`config.mk`:
```
export PLATFORM = sky130hd
export DESIGN_NAME = rs_group
export DESIGN_NICKNAME = d
export VERILOG_FILES = /design/src/rtl/cpu_pkg.sv /design/src/rtl/rs_entry.sv /design/src/rtl/rs_group.sv
export SDC_FILE = /design/constraint.sdc
export NUM_CORES = 1
export LEC_CHECK = 0
export CORE_MARGIN = 1.5
export CORE_UTILIZATION = 30
export DETAILED_ROUTE_END_ITERATION = 16
export DONT_BUFFER_PORTS = 1
export SYNTH_ARGS = -nofsm -noshare
export SYNTH_HDL_FRONTEND = slang
export SYNTH_HIERARCHICAL = 1
export SYNTH_SLANG_ARGS = --single-unit
```
`constraint.sdc`:
```
create_clock -name clk -period 10.75 [get_ports clk]
set_input_delay 1.6125 -clock clk [delete_from_list [all_inputs] [get_ports clk]]
set_output_delay 1.6125 -clock clk [all_outputs]
set_load 0.005 [all_outputs]
```
`src/rtl/cpu_pkg.sv`:
```
`default_nettype none
// +-----------------------------------------------------------------------------+
// | cpu_pkg : shared CPU constants (data/tag widths, opcode encodings)          |
// | Revision: 1.0                                                               |
// +-----------------------------------------------------------------------------+
package cpu_pkg;

    localparam int c_data_w = 16;
    localparam int c_tag_w  = 4;
    localparam int c_op_w   = 4;

    localparam logic [c_op_w-1:0] c_op_mov = 4'd0;
    localparam logic [c_op_w-1:0] c_op_add = 4'd1;
    localparam logic [c_op_w-1:0] c_op_ld  = 4'd2;
    localparam logic [c_op_w-1:0] c_op_ldr = 4'd3;
    localparam logic [c_op_w-1:0] c_op_jeq = 4'd4;
    localparam logic [c_op_w-1:0] c_op_jmp = 4'd5;

endpackage
`default_nettype wire

```
`src/rtl/rs_entry.sv`:
```
`default_nettype none
// +-----------------------------------------------------------------------------+
// | rs_entry : one reservation-station slot with CDB snoop and ready flag       |
// | Revision: 1.0                                                               |
// +-----------------------------------------------------------------------------+
module rs_entry
    import cpu_pkg::*;
#(
    parameter int TAG_W  = c_tag_w,
    parameter int DATA_W = c_data_w,
    parameter int OP_W   = c_op_w
) (
    input  logic              clk,
    input  logic              rst,
    input  logic              wr_en,
    input  logic [OP_W-1:0]   wr_op,
    input  logic [3:0]        wr_rt,
    input  logic              wr_a_busy,
    input  logic [TAG_W-1:0]  wr_a_tag,
    input  logic [DATA_W-1:0] wr_a_val,
    input  logic              wr_b_busy,
    input  logic [TAG_W-1:0]  wr_b_tag,
    input  logic [DATA_W-1:0] wr_b_val,
    input  logic              free_en,
    input  logic              cdb_v,
    input  logic [TAG_W-1:0]  cdb_tag,
    input  logic [DATA_W-1:0] cdb_val,
    output logic              busy,
    output logic              ready,
    output logic [OP_W-1:0]   op,
    output logic [3:0]        rt,
    output logic [DATA_W-1:0] a_val,
    output logic [DATA_W-1:0] b_val
);

    logic              r_busy;
    logic [OP_W-1:0]   r_op;
    logic [3:0]        r_rt;
    logic [1:0]        r_valid;
    logic [TAG_W-1:0]  r_tag [2];
    logic [DATA_W-1:0] r_val [2];

    logic [1:0]        w_wr_busy;
    logic [1:0]        w_bypass;
    logic [TAG_W-1:0]  w_wr_tag [2];
    logic [DATA_W-1:0] w_wr_val [2];

    always_comb begin
        w_wr_busy   = {wr_b_busy, wr_a_busy};
        w_wr_tag[0] = wr_a_tag;
        w_wr_tag[1] = wr_b_tag;
        w_wr_val[0] = wr_a_val;
        w_wr_val[1] = wr_b_val;
        w_bypass[0] = wr_a_busy && cdb_v && (cdb_tag == wr_a_tag);
        w_bypass[1] = wr_b_busy && cdb_v && (cdb_tag == wr_b_tag);
    end

    // Allocation only targets free slots and issue only frees busy ones, so the two never collide.
    always_ff @(posedge clk or posedge rst) begin
        if (rst) begin
            r_busy <= 1'b0;
        end else if (wr_en) begin
            r_busy <= 1'b1;
        end else if (free_en) begin
            r_busy <= 1'b0;
        end
    end

    always_ff @(posedge clk) begin
        if (wr_en) begin
            r_op <= wr_op;
            r_rt <= wr_rt;
        end
        for (int k = 0; k < 2; k++) begin
            if (wr_en) begin
                r_valid[k] <= !w_wr_busy[k] || w_bypass[k];
                r_tag[k]   <= w_wr_tag[k];
                r_val[k]   <= w_wr_busy[k] ? cdb_val : w_wr_val[k];
            end else if (r_busy && !r_valid[k] && cdb_v && (cdb_tag == r_tag[k])) begin
                r_valid[k] <= 1'b1;
                r_val[k]   <= cdb_val;
            end
        end
    end

    assign busy  = r_busy;
    assign ready = r_busy && r_valid[0] && r_valid[1];
    assign op    = r_op;
    assign rt    = r_rt;
    assign a_val = r_val[0];
    assign b_val = r_val[1];

endmodule
`default_nettype wire

```
`src/rtl/rs_group.sv`:
```
`default_nettype none
// +-----------------------------------------------------------------------------+
// | rs_group : reservation-station group, allocation and lowest-index issue     |
// | Revision: 1.0                                                               |
// +-----------------------------------------------------------------------------+
module rs_group
    import cpu_pkg::*;
#(
    parameter int N_ENTRIES = 4,
    parameter int ID_BASE   = 0,
    parameter int TAG_W     = c_tag_w,
    parameter int DATA_W    = c_data_w,
    parameter int OP_W      = c_op_w
) (
    input  logic              clk,
    input  logic              rst,
    input  logic              disp_v,
    input  logic [OP_W-1:0]   disp_op,
    input  logic              disp_a_busy,
    input  logic              disp_b_busy,
    input  logic [TAG_W-1:0]  disp_a_tag,
    input  logic [TAG_W-1:0]  disp_b_tag,
    input  logic [DATA_W-1:0] disp_a_val,
    input  logic [DATA_W-1:0] disp_b_val,
    input  logic [3:0]        disp_rt,
    output logic              full,
    output logic [TAG_W-1:0]  alloc_tag,
    input  logic              cdb_v,
    input  logic [TAG_W-1:0]  cdb_tag,
    input  logic [DATA_W-1:0] cdb_val,
    output logic              fu_v,
    input  logic              fu_ready,
    output logic [OP_W-1:0]   fu_op,
    output logic [DATA_W-1:0] fu_a,
    output logic [DATA_W-1:0] fu_b,
    output logic [TAG_W-1:0]  fu_tag,
    output logic [3:0]        fu_rt
);

    localparam int c_idx_w = (N_ENTRIES > 1) ? $clog2(N_ENTRIES) : 1;
    typedef logic [c_idx_w-1:0] idx_t;

    logic [N_ENTRIES-1:0] w_busy;
    logic [N_ENTRIES-1:0] w_ready;
    logic [N_ENTRIES-1:0] w_wr_en;
    logic [N_ENTRIES-1:0] w_free_en;
    logic [OP_W-1:0]      w_op    [N_ENTRIES];
    logic [3:0]           w_rt    [N_ENTRIES];
    logic [DATA_W-1:0]    w_a_val [N_ENTRIES];
    logic [DATA_W-1:0]    w_b_val [N_ENTRIES];
    idx_t                 w_alloc_idx;
    idx_t                 w_issue_idx;
    logic                 w_accept;
    logic                 w_issue;

    // Descending scan so the lowest matching index wins for both free and ready slots.
    always_comb begin
        w_alloc_idx = '0;
        w_issue_idx = '0;
        for (int i = N_ENTRIES - 1; i >= 0; i--) begin
            if (!w_busy[i]) w_alloc_idx = idx_t'(i);
            if (w_ready[i]) w_issue_idx = idx_t'(i);
        end
    end

    assign full      = &w_busy;
    assign fu_v      = |w_ready;
    assign w_accept  = disp_v && !full;
    assign w_issue   = fu_v && fu_ready;
    assign alloc_tag = TAG_W'(ID_BASE) + TAG_W'(w_alloc_idx);

    assign fu_op  = w_op[w_issue_idx];
    assign fu_rt  = w_rt[w_issue_idx];
    assign fu_a   = w_a_val[w_issue_idx];
    assign fu_b   = w_b_val[w_issue_idx];
    assign fu_tag = TAG_W'(ID_BASE) + TAG_W'(w_issue_idx);

    for (genvar g = 0; g < N_ENTRIES; g++) begin : g_entry
        assign w_wr_en[g]   = w_accept && (w_alloc_idx == idx_t'(g));
        assign w_free_en[g] = w_issue && (w_issue_idx == idx_t'(g));

        rs_entry #(
            .TAG_W  (TAG_W),
            .DATA_W (DATA_W),
            .OP_W   (OP_W)
        ) u_entry (
            .clk       (clk),
            .rst       (rst),
            .wr_en     (w_wr_en[g]),
            .wr_op     (disp_op),
            .wr_rt     (disp_rt),
            .wr_a_busy (disp_a_busy),
            .wr_a_tag  (disp_a_tag),
            .wr_a_val  (disp_a_val),
            .wr_b_busy (disp_b_busy),
            .wr_b_tag  (disp_b_tag),
            .wr_b_val  (disp_b_val),
            .free_en   (w_free_en[g]),
            .cdb_v     (cdb_v),
            .cdb_tag   (cdb_tag),
            .cdb_val   (cdb_val),
            .busy      (w_busy[g]),
            .ready     (w_ready[g]),
            .op        (w_op[g]),
            .rt        (w_rt[g]),
            .a_val     (w_a_val[g]),
            .b_val     (w_b_val[g])
        );
    end

endmodule
`default_nettype wire

```
Word level (Yosys, flattened, before mapping). Memories as Yosys holds them, arrays and structs flattened. Index checks and enable logic that the tools add are counted.

Word-level logic and storage cells: 215. Input port bits: 75. Memories kept: 8. Output and inout port bits: 50. Bits in registers: 44. Bits in writable memories: 160.

Bitwise logic cells: 9. Reductions and logical operators: 75. Eq/ne operators: 16. $lt $le $gt $ge: 1. Muxes and demuxes: 86.

Memory list: g_entry[0].u_entry.r_val (words 2, bits a word 16, read ports 2, clocked after memory_dff 0, wr ports 2, RTL line rs_entry.sv:41) `logic [DATA_W-1:0] r_val [2];`; g_entry[1].u_entry.r_val (words 2, bits a word 16, read ports 2, clocked after memory_dff 0, wr ports 2, RTL line rs_entry.sv:41); g_entry[2].u_entry.r_val (words 2, bits a word 16, read ports 2, clocked after memory_dff 0, wr ports 2, RTL line rs_entry.sv:41); g_entry[3].u_entry.r_val (words 2, bits a word 16, read ports 2, clocked after memory_dff 0, wr ports 2, RTL line rs_entry.sv:41); g_entry[0].u_entry.r_tag (words 2, bits a word 4, read ports 2, clocked after memory_dff 0, wr ports 2, RTL line rs_entry.sv:40) `logic [TAG_W-1:0] r_tag [2];`; g_entry[1].u_entry.r_tag (words 2, bits a word 4, read ports 2, clocked after memory_dff 0, wr ports 2, RTL line rs_entry.sv:40); +2 memories.

Operator list (count): two-way mux 16 bit (14); binary-select mux 16 bit (select 2 bit) (2); two-way mux 1 bit (56); logical AND 1 bit (46); equality test 4 bit (10); nonzero test 2 bit (12); binary-select mux 4 bit (select 2 bit) (2); two-way mux 2 bit (8); two-way mux 4 bit (4); logical NOT 1 bit (11); equality test 2 bit (second input constant) (4); OR 1 bit (8); equality test 2 x 1 -> 1 bit (second input constant) (2); logical NOT 2 bit (2); AND reduction 4 bit (1); OR reduction 4 bit (1); greater-or-equal comparator 3 bit (second input constant) (1); inverter 2 -> 3 bit (1); logical OR 1 bit (2).

Longest topological paths before layout. Gate-level depths: netlist of run 1.

Depth after elaboration: 10. Gate-level depth with buffers: 7. Depth with buffers taken out: 5.

Hierarchy. Netlist of run 1, hierarchy kept.

By module, submodules not included: rs_entry (instances 4, area an instance 2278.4 sq um, seq. area each 1526.5 sq um, cells each 122); rs_group (instances 1, area an instance 1531.5 sq um, seq. area each 0.0 sq um, cells each 220).

Worst setup path before layout of run 1. Ideal clock, no wire load.

Kind: input-to-reg. From: input disp_v. To: memory g_entry[2].u_entry/r_val[0][10] (netlist name) (data pin). Path slack: 6.088 ns. Buffers on the path: 1. Cell stages on the path: 6. Arrival: 4.402 ns. Library setup time: 0.260 ns. Required time: 10.490 ns. Cells stage by stage: nand2_1 nor3b_1 inv_1 a31oi_4 buf_6 mux2_4.

RTL lines: from (decl) (RTL line rs_group.sv:17) `input logic disp_v,`; to (decl) (RTL line rs_entry.sv:41).

Final worst setup path of run 1.
From: register g_entry[2].u_entry.r_busy. To: output fu_b[1].

Longest elaborated chain between the ends: 9.

RTL lines: from (decl) (RTL line rs_entry.sv:36) `logic r_busy;`; from (signal assigned) (RTL line rs_entry.sv:61) `r_busy <= 1'b0;`; from (signal assigned) (RTL line rs_entry.sv:63) `r_busy <= 1'b1;`; from (signal assigned) (RTL line rs_entry.sv:65) `r_busy <= 1'b0;`; logical AND 1 bit (2 in a row) (RTL line rs_entry.sv:87) `assign ready = r_busy && r_valid[0] && r_valid[1];`; via w_ready[2] (RTL line rs_group.sv:44) `logic [N_ENTRIES-1:0] w_ready;`; two-way mux 2 bit (3 in a row) (RTL line rs_group.sv:62) `if (w_ready[i]) w_issue_idx = idx_t'(i);`; inverter 2 -> 3 bit (implied by the code) (RTL line rs_group.sv:75) `assign fu_b = w_b_val[w_issue_idx];`; binary-select mux 16 bit (select 2 bit) (RTL line rs_group.sv:75); two-way mux 16 bit (implied by the code) (2 in a row) (RTL line rs_group.sv:75); to (decl) (RTL line rs_group.sv:35) `output logic [DATA_W-1:0] fu_b,`.

The timed path passes the listed nets, and every way through them passes these cells. The select of a mux whose other input is x is not followed.

==> results of run 1 <==
-- power groups by stage --
| stage | logic, mW | clock network, mW | registers [mW] |
|---|---|---|---|
| floorplan | 0.541 | 0 | 1.08 |
| global placement | 0.687 | 0 | 1.09 |
| detailed placement | 0.697 | 0 | 1.10 |
| CTS | 0.700 | 0.840 | 1.08 |
| global route | 0.743 | 0.866 | 1.09 |
| finish | 0.685 | 0.820 | 1.08 |
-- flip-flops by register name, indices dropped and copies added, names as in the netlist --
register / cells
g_entry.u_entry/r_tag: 32
g_entry.u_entry/op: 16
g_entry.u_entry/busy: 4
g_entry.u_entry/r_valid: 8
g_entry.u_entry/r_val: 128
g_entry.u_entry/rt: 16
-- stage by stage --
step / instance area, µm² / total power [mW]
floorplan: 10700 / 1.62
global placement: 10900 / 1.78
detailed placement: 10900 / 1.79
CTS: 11700 / 2.62
global route: 11700 / 2.70
finish: 11700 / 2.59
-- area by class of cell --
class / count / share of cell area
antenna: 1 / 0.000213
clock buffer: 31 / 0.0553
clock inverter: 11 / 0.0113
inverter: 53 / 0.0170
multi-input combinational: 412 / 0.341
sequential: 204 / 0.521
tap: 455 / 0.0485
timing repair buffer: 9 / 0.00576
-- Yosys cell counts, drive strengths merged (10+ instances only) --
library cell,instances
a22o,40
mux2,128
nor3,26
clkbuf,10
a221o,40
a21oi,41
buf,28
nand2,16
edfxtp,200
nand3,17
inv,53
xor2,56
-- cells by family after synthesis --
logic type | count (synthesis)
xor gates and xnor gates | 64
AOI/OAI and AO/OA | 138
muxes | 128
other | 1
buffers and inverters | 95
DFF | 204
and+or+nand+nor | 78
-- routing by layer --
metal / track usage / wire (µm)
met1: 0.189 / 11800
met2: 0.270 / 14100
met3: 0.0402 / 2340
met4: 0.0517 / 721
met5: 0 / 0
-- worst max-delay path: cells and delay by family (launching register included) --
kind                   cells  cell delay (ps)
DFF                        1              450
and+or+nand+nor            2              800
AOI/OAI and AO/OA          2              410
buffers and inverters      2              750
-- worst paths after layout --
path | from | end | slack, ps
setup / recovery | g_entry[2].u_entry/busy$_DFFE_PP0P_ | fu_b[1] | 6140
hold / removal | g_entry[3].u_entry/busy$_DFFE_PP0P_ | g_entry[3].u_entry/busy$_DFFE_PP0P_ | 660
setup reg to reg | g_entry[1].u_entry/busy$_DFFE_PP0P_ | g_entry[3].u_entry/r_val[1][15]$_DFFE_PP_ | 8100
hold reg to reg | g_entry[3].u_entry/busy$_DFFE_PP0P_ | g_entry[3].u_entry/busy$_DFFE_PP0P_ | 660
max in group asynchronous | rst | g_entry[1].u_entry/busy$_DFFE_PP0P_ | 9850
min in group asynchronous | rst | g_entry[2].u_entry/busy$_DFFE_PP0P_ | 810
==> impl_metrics.py, run 1 <==
metrics = {
    "final_layout": {
        "final_util": 0.338,
        "syn_to_final_growth_pct": 10.2,
        "fillCellCount": 3410,
        "final_common_cell": "edfxtp_1",
        "drive_gt1_frac": 0.285,
        "multiInputGateArea_um2": 4000,
        "stdcell_count": 1176,
        "seqCellArea_um2": 6110,
        "layout_common_cells": "edfxtp_1, mux2_4, xor2_1",
        "nNetsFinal": 780,
    },
    "yosys": {
        "synthArstFlopShare": 0.0196,
        "synth-adder-area-share": 0,
        "syn_area_um2": 10600,
        "synth.distinct_cells": 36,
        "postSynthCellCount": 708,
        "ys_seq_area_frac": 0.574,
        "synthSimpleGateAreaFrac": 0.0447,
        "synth_area_per_cell_um2": 15.0,
        "synth_edf_count": 200,
        "muxShareOfSynthArea": 0.164,
        "synth_largest_area_cell": "edfxtp_1",
        "synth-compound-area-share": 0.111,
        "ys.flop_type": "edfxtp_1",
        "synth_top_family_by_area": "multiplexers",
        "synth-xor-area-share": 0.0527,
        "yosysTopAreaCellShare": 0.564,
        "ys_ff_latch": 204,
        "synth_area_leaders": "edfxtp_1, mux2_4, mux2_2",
        "synth-warning-count": 6,
    },
    "die": {
        "initial_utilization": 0.307,
        "fp.dieH_um": 191,
        "core_um2": 34700,
        "row_count": 68,
        "num_io_pins": 125,
        "die_w_um": 191,
        "dieArea_um2": 36600,
    },
    "timing": {
        "hold_ws_ps": 657,
        "hold_viol": 0,
        "finClkSkew_ps": 8.25,
        "max_slew_margin": 0.255,
        "finalSetupViolations": 0,
        "slew_violations": 0,
        "setup_tns_ps": 0,
        "worst_pin_slew_ps": 1120,
        "setup_slack_ps": 6140,
        "max_freq_mhz": 217,
        "fin_crit_sh": 0.429,
        "rsz0062_at_grt": "false",
        "period_minus_slack_ps": 4610,
    },
    "cts": {
        "htree_levels": 1,
        "cts-root-buf": "clkbuf_16",
        "ctsResizeCount": 0,
        "cts_tree": "done",
        "cts_hold_buf": 0,
        "path_clk_slew_ps": 60,
        "ctsLongestPathBuffers": 3,
        "cts_buffers": 25,
        "numClockSinks": 204,
        "clkLatencyLatePin_ps": 530,
        "cts_setup_buffers": 0,
    },
    "place": {
        "post-place-ws_ps": 6720,
        "port_buffers": 0,
        "dp_hpwl_um": 18400,
        "placed_cells": 1133,
        "gp_congestion": 0.780,
    },
    "pwr": {
        "ir_worst_vdd_uv": 148,
        "p_per_area_nw_per_um2": 221,
        "cellLeakagePower_nw": 4.25,
        "clockPowerShare": 0.317,
        "p_switching_mw": 0.806,
        "p_int_mw": 1.78,
        "netSwitchingFraction": 0.312,
        "power_frac_seq": 0.418,
        "power.share.combinational": 0.265,
    },
    "global_route": {
        "grtUsageTotal": 0.156,
        "grt_max_degree": 86,
        "grt_pass1_vias": 6193,
        "grt_pass1_wl_um": 41200,
        "antenna_found_initial": 0,
        "overflow": 0,
    },
    "routing": {
        "drc": 0,
        "wire_per_inst_um": 24.6,
        "drt_iter0_drc": 311,
        "vias": 5974,
        "firstDrtPassIters": 5,
        "vias_per_cell": 5.08,
        "wl_um": 28900,
        "ant_nets": 0,
    },
    "setup_path": {
        "r2r_cells": 5,
        "critPathArrivalTime_ps": 3000,
        "crit_top_cell": "buf_4",
        "critical-path-max-stage-delay_ps": 590,
        "slowest_stage": "nor2b_4",
        "critPathCaptureType": "primary output",
        "critical_path.cell_chain": "and3_2 > buf_4 > nor2b_4 > buf_4 > a221o_1 > a22o_1",
        "start_kind": "flop",
        "path_max_fanout": 44,
        "critPathKind": "flop to primary output",
        "required_ps": 9140,
    },
    "flow_run": {
        "maxCapViolations": 0,
    },
    "hold_path": {
        "min_path_cells": 2,
        "min_path_type": "flop to flop",
    },
    "run_status": {
        "outcome": "completed",
    },
}
Note: power is estimated with default switching activity, not from simulation.
==> run 2: changes to the inputs <==
- clock period: 10.75 -> 4.1 ns (I/O delays scaled with it)
==> impl_metrics.py, run 2 (synthesis gave the netlist of run 1 again) <==
metrics = {
    "flow_run": {
        "maxCapViolations": 0,
    },
    "die": {
        "initial_utilization": 0.307,
        "fp.dieH_um": 191,
        "num_io_pins": 125,
        "row_count": 68,
        "core_um2": 34700,
        "dieArea_um2": 36600,
        "die_w_um": 191,
    },
    "cts": {
        "ctsLongestPathBuffers": 3,
        "ctsResizeCount": 0,
        "cts_buffers": 25,
        "numClockSinks": 204,
        "path_clk_slew_ps": 60,
        "cts_tree": "done",
        "cts-root-buf": "clkbuf_16",
        "clkLatencyLatePin_ps": 530,
        "htree_levels": 1,
    },
    "global_route": {
        "overflow": 0,
        "grtUsageTotal": 0.156,
        "antenna_found_initial": 0,
        "grt_pass1_wl_um": 42000,
        "grt_pass1_vias": 6329,
        "grt_max_degree": 86,
    },
    "place": {
        "post-place-ws_ps": 1290,
        "dp_hpwl_um": 17700,
        "dpl-instance-area_um2": 11000,
        "gp_congestion": 0.800,
        "placed_cells": 1135,
        "port_buffers": 0,
    },
    "final_layout": {
        "layout_common_cells": "edfxtp_1, mux2_4, xor2_1",
        "final_common_cell": "edfxtp_1",
        "top_regs": "g_entry.u_entry/r_val: 128 flops, g_entry.u_entry/r_tag: 32 flops",
        "stdcell_count": 1181,
        "fillCellCount": 3359,
        "largest-register": "g_entry.u_entry/r_val",
        "syn_to_final_growth_pct": 10.4,
        "drive_gt1_frac": 0.288,
        "final_util": 0.339,
        "nNetsFinal": 783,
        "largest_reg_flops": 128,
        "design_area_um2": 11800,
    },
    "timing": {
        "fin_crit_sh": 0.777,
        "max_slew_margin": 0.277,
        "hold_viol": 0,
        "slew_violations": 0,
        "finalSetupViolations": 0,
        "hold_ws_ps": 192,
        "finClkSkew_ps": 19.6,
        "worst_pin_slew_ps": 1080,
        "setup_tns_ps": 0,
        "rsz0062_at_grt": "false",
        "max_freq_mhz": 314,
        "setup_slack_ps": 915,
        "period_minus_slack_ps": 3180,
    },
    "pwr": {
        "p_switching_mw": 2.13,
        "power.share.combinational": 0.273,
        "clockPowerShare": 0.310,
        "power_frac_seq": 0.416,
        "netSwitchingFraction": 0.315,
        "total_power_mw": 6.77,
        "p_int_mw": 4.63,
        "ir_worst_vdd_uv": 282,
        "p_per_area_nw_per_um2": 576,
        "cellLeakagePower_nw": 4.26,
    },
    "hold_path": {
        "min_path_type": "input port to flop",
    },
    "routing": {
        "drt_iter0_drc": 300,
        "vias": 5922,
        "ant_nets": 0,
        "wire_per_inst_um": 23.9,
        "firstDrtPassIters": 4,
        "wl_um": 28200,
        "vias_per_cell": 5.01,
        "drc": 0,
    },
    "run_status": {
        "outcome": "completed",
    },
    "setup_path": {
        "start_kind": "flop",
        "critPathArrivalTime_ps": 2570,
        "critPathKind": "flop to primary output",
        "required_ps": 3480,
        "critPathCaptureType": "primary output",
        "path_max_fanout": 24,
    },
}
## run 2: changes by cell type in the layout (fill, tap and decap cells not counted)
cell | previous run | this run
inv_8 | 0 | 1
clkinv_2 | 3 | 5
dlygate4sd3_1 | 0 | 1
buf_12 | 0 | 1
clkbuf_1 | 6 | 5
bufinv_16 | 3 | 2
clkinv_1 | 3 | 4
buf_4 | 9 | 10
## run 2: power by group through the flow
stage	clock, mW	sequential (mW)	combinational, mW
6_report	2.10	2.82	1.85
3_3_place_gp	0	2.85	1.89
3_5_place_dp	0	2.86	1.89
4_1_cts	2.16	2.82	1.90
5_1_grt	2.23	2.85	2.02
2_1_floorplan	0	2.82	1.42
## run 2: repair_timing
item                                    4_1_cts  5_1_grt
endpoints found under the setup margin        0        0
setup buffers                                 0        0
endpoints found under the hold margin         4        0
hold buffers                                  1        0
## run 2: cell type report
cell class	count	area (µm²)	area share
Antenna cell	1	2.50	0.000213
Clock buffer	30	644	0.0548
Clock inverter	14	128	0.0109
Inverter	53	199	0.0169
Multi-Input combinational cell	412	4000	0.340
Sequential cell	204	6110	0.519
Tap cell	455	569	0.0484
Timing Repair Buffer	12	105	0.00894
## run 2: worst paths after layout
kind,slack [ps],from,to,depth (start not counted)
max in group asynchronous,3510,rst,g_entry[2].u_entry/busy$_DFFE_PP0P_,2
max reg2reg,1340,g_entry[1].u_entry/busy$_DFFE_PP0P_,g_entry[3].u_entry/r_val[0][1]$_DFFE_PP_,6
min in group asynchronous,490,rst,g_entry[1].u_entry/busy$_DFFE_PP0P_,2
max,920,g_entry[2].u_entry/r_valid[0]$_SDFFCE_PN1P_,fu_b[3],5
min,190,disp_a_tag[3],g_entry[0].u_entry/r_tag[0][3]$_DFFE_PP_,0
min reg2reg,640,g_entry[2].u_entry/busy$_DFFE_PP0P_,g_entry[2].u_entry/busy$_DFFE_PP0P_,2
## run 2: metal layers
layer / share of wire / GRT usage / vias up
li1: - / - / 2712
met1: 0.45 / 0.201 / 3045
met2: 0.48 / 0.265 / 121
met3: 0.057 / 0.0345 / 44
met4: 0.017 / 0.0376 / 0
met5: 0 / 0 / -
## run 2: worst max-delay path: stages (launching register included)
cell and delay (ps):
edfxtp_1 450, and3_2 340, nor2b_4 550, buf_12 270
a221o_1 170, a22o_1 250
==> run 3: changes to the inputs <==
- clock period: 4.1 -> 2.7 ns (I/O delays scaled with it)
==> impl_metrics.py, run 3 (synthesis gave the netlist of run 1 again) <==
metrics = {
    "routing": {
        "ant_nets": 0,
        "drt_iter0_drc": 350,
        "wl_um": 28800,
        "vias_per_cell": 5.00,
        "drc": 0,
        "wire_per_inst_um": 23.8,
        "firstDrtPassIters": 4,
        "vias": 6063,
    },
    "final_layout": {
        "top_regs": "g_entry.u_entry/r_val: 128 flops, g_entry.u_entry/r_tag: 32 flops",
        "largest-register": "g_entry.u_entry/r_val",
        "fillCellCount": 3378,
        "insertedDiodeCount": 0,
        "drive_gt1_frac": 0.301,
        "final_common_cell": "edfxtp_1",
        "syn_to_final_growth_pct": 13.6,
        "final_util": 0.349,
        "nNetsFinal": 817,
        "multiInputGateArea_um2": 4010,
        "seqCellArea_um2": 6110,
        "layout_common_cells": "edfxtp_1, mux2_4, xor2_1",
        "largest_reg_flops": 128,
    },
    "setup_path": {
        "worst-path-buf-inv": 1,
        "path_max_fanout": 35,
        "critical-path-max-stage-delay_ps": 480,
        "critPathKind": "flop to primary output",
        "start_kind": "flop",
        "critical_path.cell_chain": "and3_2 > nor2b_4 > buf_12 > a221o_2 > a22o_1",
        "critPathArrivalTime_ps": 2190,
        "cp_top_family": "compound AO/OA/AOI/OAI gates",
        "critPathCaptureType": "primary output",
        "required_ps": 2300,
        "slowest_stage": "dfrtp_1",
    },
    "cts": {
        "cts-root-buf": "clkbuf_16",
        "htree_levels": 1,
        "path_clk_slew_ps": 60,
        "cts_buffers": 24,
        "cts_tree": "done",
        "numClockSinks": 204,
        "ctsLongestPathBuffers": 3,
        "clkLatencyLatePin_ps": 520,
    },
    "global_route": {
        "antenna_found_initial": 1,
        "grt_max_degree": 47,
        "grtUsageTotal": 0.158,
        "overflow": 0,
        "grt_pass1_wl_um": 42400,
        "grt_pass1_vias": 6371,
    },
    "timing": {
        "rsz0062_at_grt": "false",
        "max_slew_margin": 0.326,
        "finClkSkew_ps": 16.2,
        "hold_viol": 0,
        "period_minus_slack_ps": 2590,
        "worst_pin_slew_ps": 1010,
        "hold_ws_ps": 62.7,
        "finalSetupViolations": 0,
        "max_freq_mhz": 386,
        "setup_tns_ps": 0,
        "fin_crit_sh": 0.960,
        "slew_violations": 0,
    },
    "pwr": {
        "total_power_mw": 10.3,
        "cellLeakagePower_nw": 4.42,
        "ir_worst_vdd_uv": 519,
        "p_per_area_nw_per_um2": 852,
    },
    "place": {
        "port_buffers": 0,
        "gp_congestion": 0.796,
        "dp_hpwl_um": 18800,
    },
    "die": {
        "row_count": 68,
        "die_w_um": 191,
        "dieArea_um2": 36600,
        "core_um2": 34700,
        "initial_utilization": 0.307,
        "fp.dieH_um": 191,
        "num_io_pins": 125,
    },
    "flow_run": {
        "maxCapViolations": 0,
    },
    "hold_path": {
        "min_path_type": "input port to flop",
    },
    "run_status": {
        "outcome": "completed",
    },
}
run 3: final timing paths:
| path | cells after the start | endpoint | from | slack [ps] |
|---|---|---|---|---|
| setup / recovery | 5 | fu_b[15] | g_entry[2].u_entry/busy$_DFFE_PP0P_ | 110 |
| hold / removal | 1 | g_entry[1].u_entry/r_valid[1]$_SDFFCE_PN1P_ | disp_b_busy | 60 |
| setup reg to reg | 4 | g_entry[0].u_entry/r_val[1][15]$_DFFE_PP_ | g_entry[0].u_entry/busy$_DFFE_PP0P_ | 470 |
| hold reg to reg | 2 | g_entry[3].u_entry/busy$_DFFE_PP0P_ | g_entry[3].u_entry/busy$_DFFE_PP0P_ | 630 |
| max in group asynchronous | 2 | g_entry[3].u_entry/busy$_DFFE_PP0P_ | rst | 2320 |
| min in group asynchronous | 2 | g_entry[3].u_entry/busy$_DFFE_PP0P_ | rst | 270 |
run 3: cell type report:
class                           count  share of cell area
Clock buffer                       29              0.0530
Clock inverter                     13             0.00590
Inverter                           53              0.0164
Multi-Input combinational cell    412               0.331
Sequential cell                   204               0.505
Tap cell                          455              0.0471
Timing Repair Buffer               47              0.0416
run 3: what timing repair did:
action | 4_1_cts | 5_1_grt
gates resized for setup | 0 | 3
endpoints found under the setup margin | 18 | 12
hold endpoints to repair | 68 | 0
hold buffers | 17 | 0
buffers inserted | 4 | 0
pin swaps | 1 | 0
run 3: per-stage QoR:
| stage | setup slack [ps] | instances | instance area (µm²) |
|---|---|---|---|
| final | 108 | 1213 | 12100 |
| after global routing | 39.5 | 1213 | 12100 |
| after CTS | 13.9 | 1213 | 12100 |
| after detailed placement | 494 | 1150 | 11200 |
| after global placement | 511 | 1150 | 11200 |
| after floorplan | -20.2 | 711 | 10700 |
run 3: worst reg2reg max path, cell delays in order, from the launching register on:
cell and delay, ps:
dfrtp_1 450, nor2b_2 160, inv_1 140, a31oi_4 810, mux2_2 430
run 3: per-layer routing:
metal / track usage / share of wire
met4: 0.0466 / 0.025
met5: 0 / 0
met1: 0.203 / 0.43
met3: 0.0397 / 0.071
met2: 0.263 / 0.47
run 3: power by group:
| group | switching, mW | total [mW] | internal, mW |
|---|---|---|---|
| sequential | 0.186 | 4.28 | 4.10 |
| clock | 1.27 | 2.96 | 1.68 |
| combinational | 1.84 | 3.07 | 1.23 |
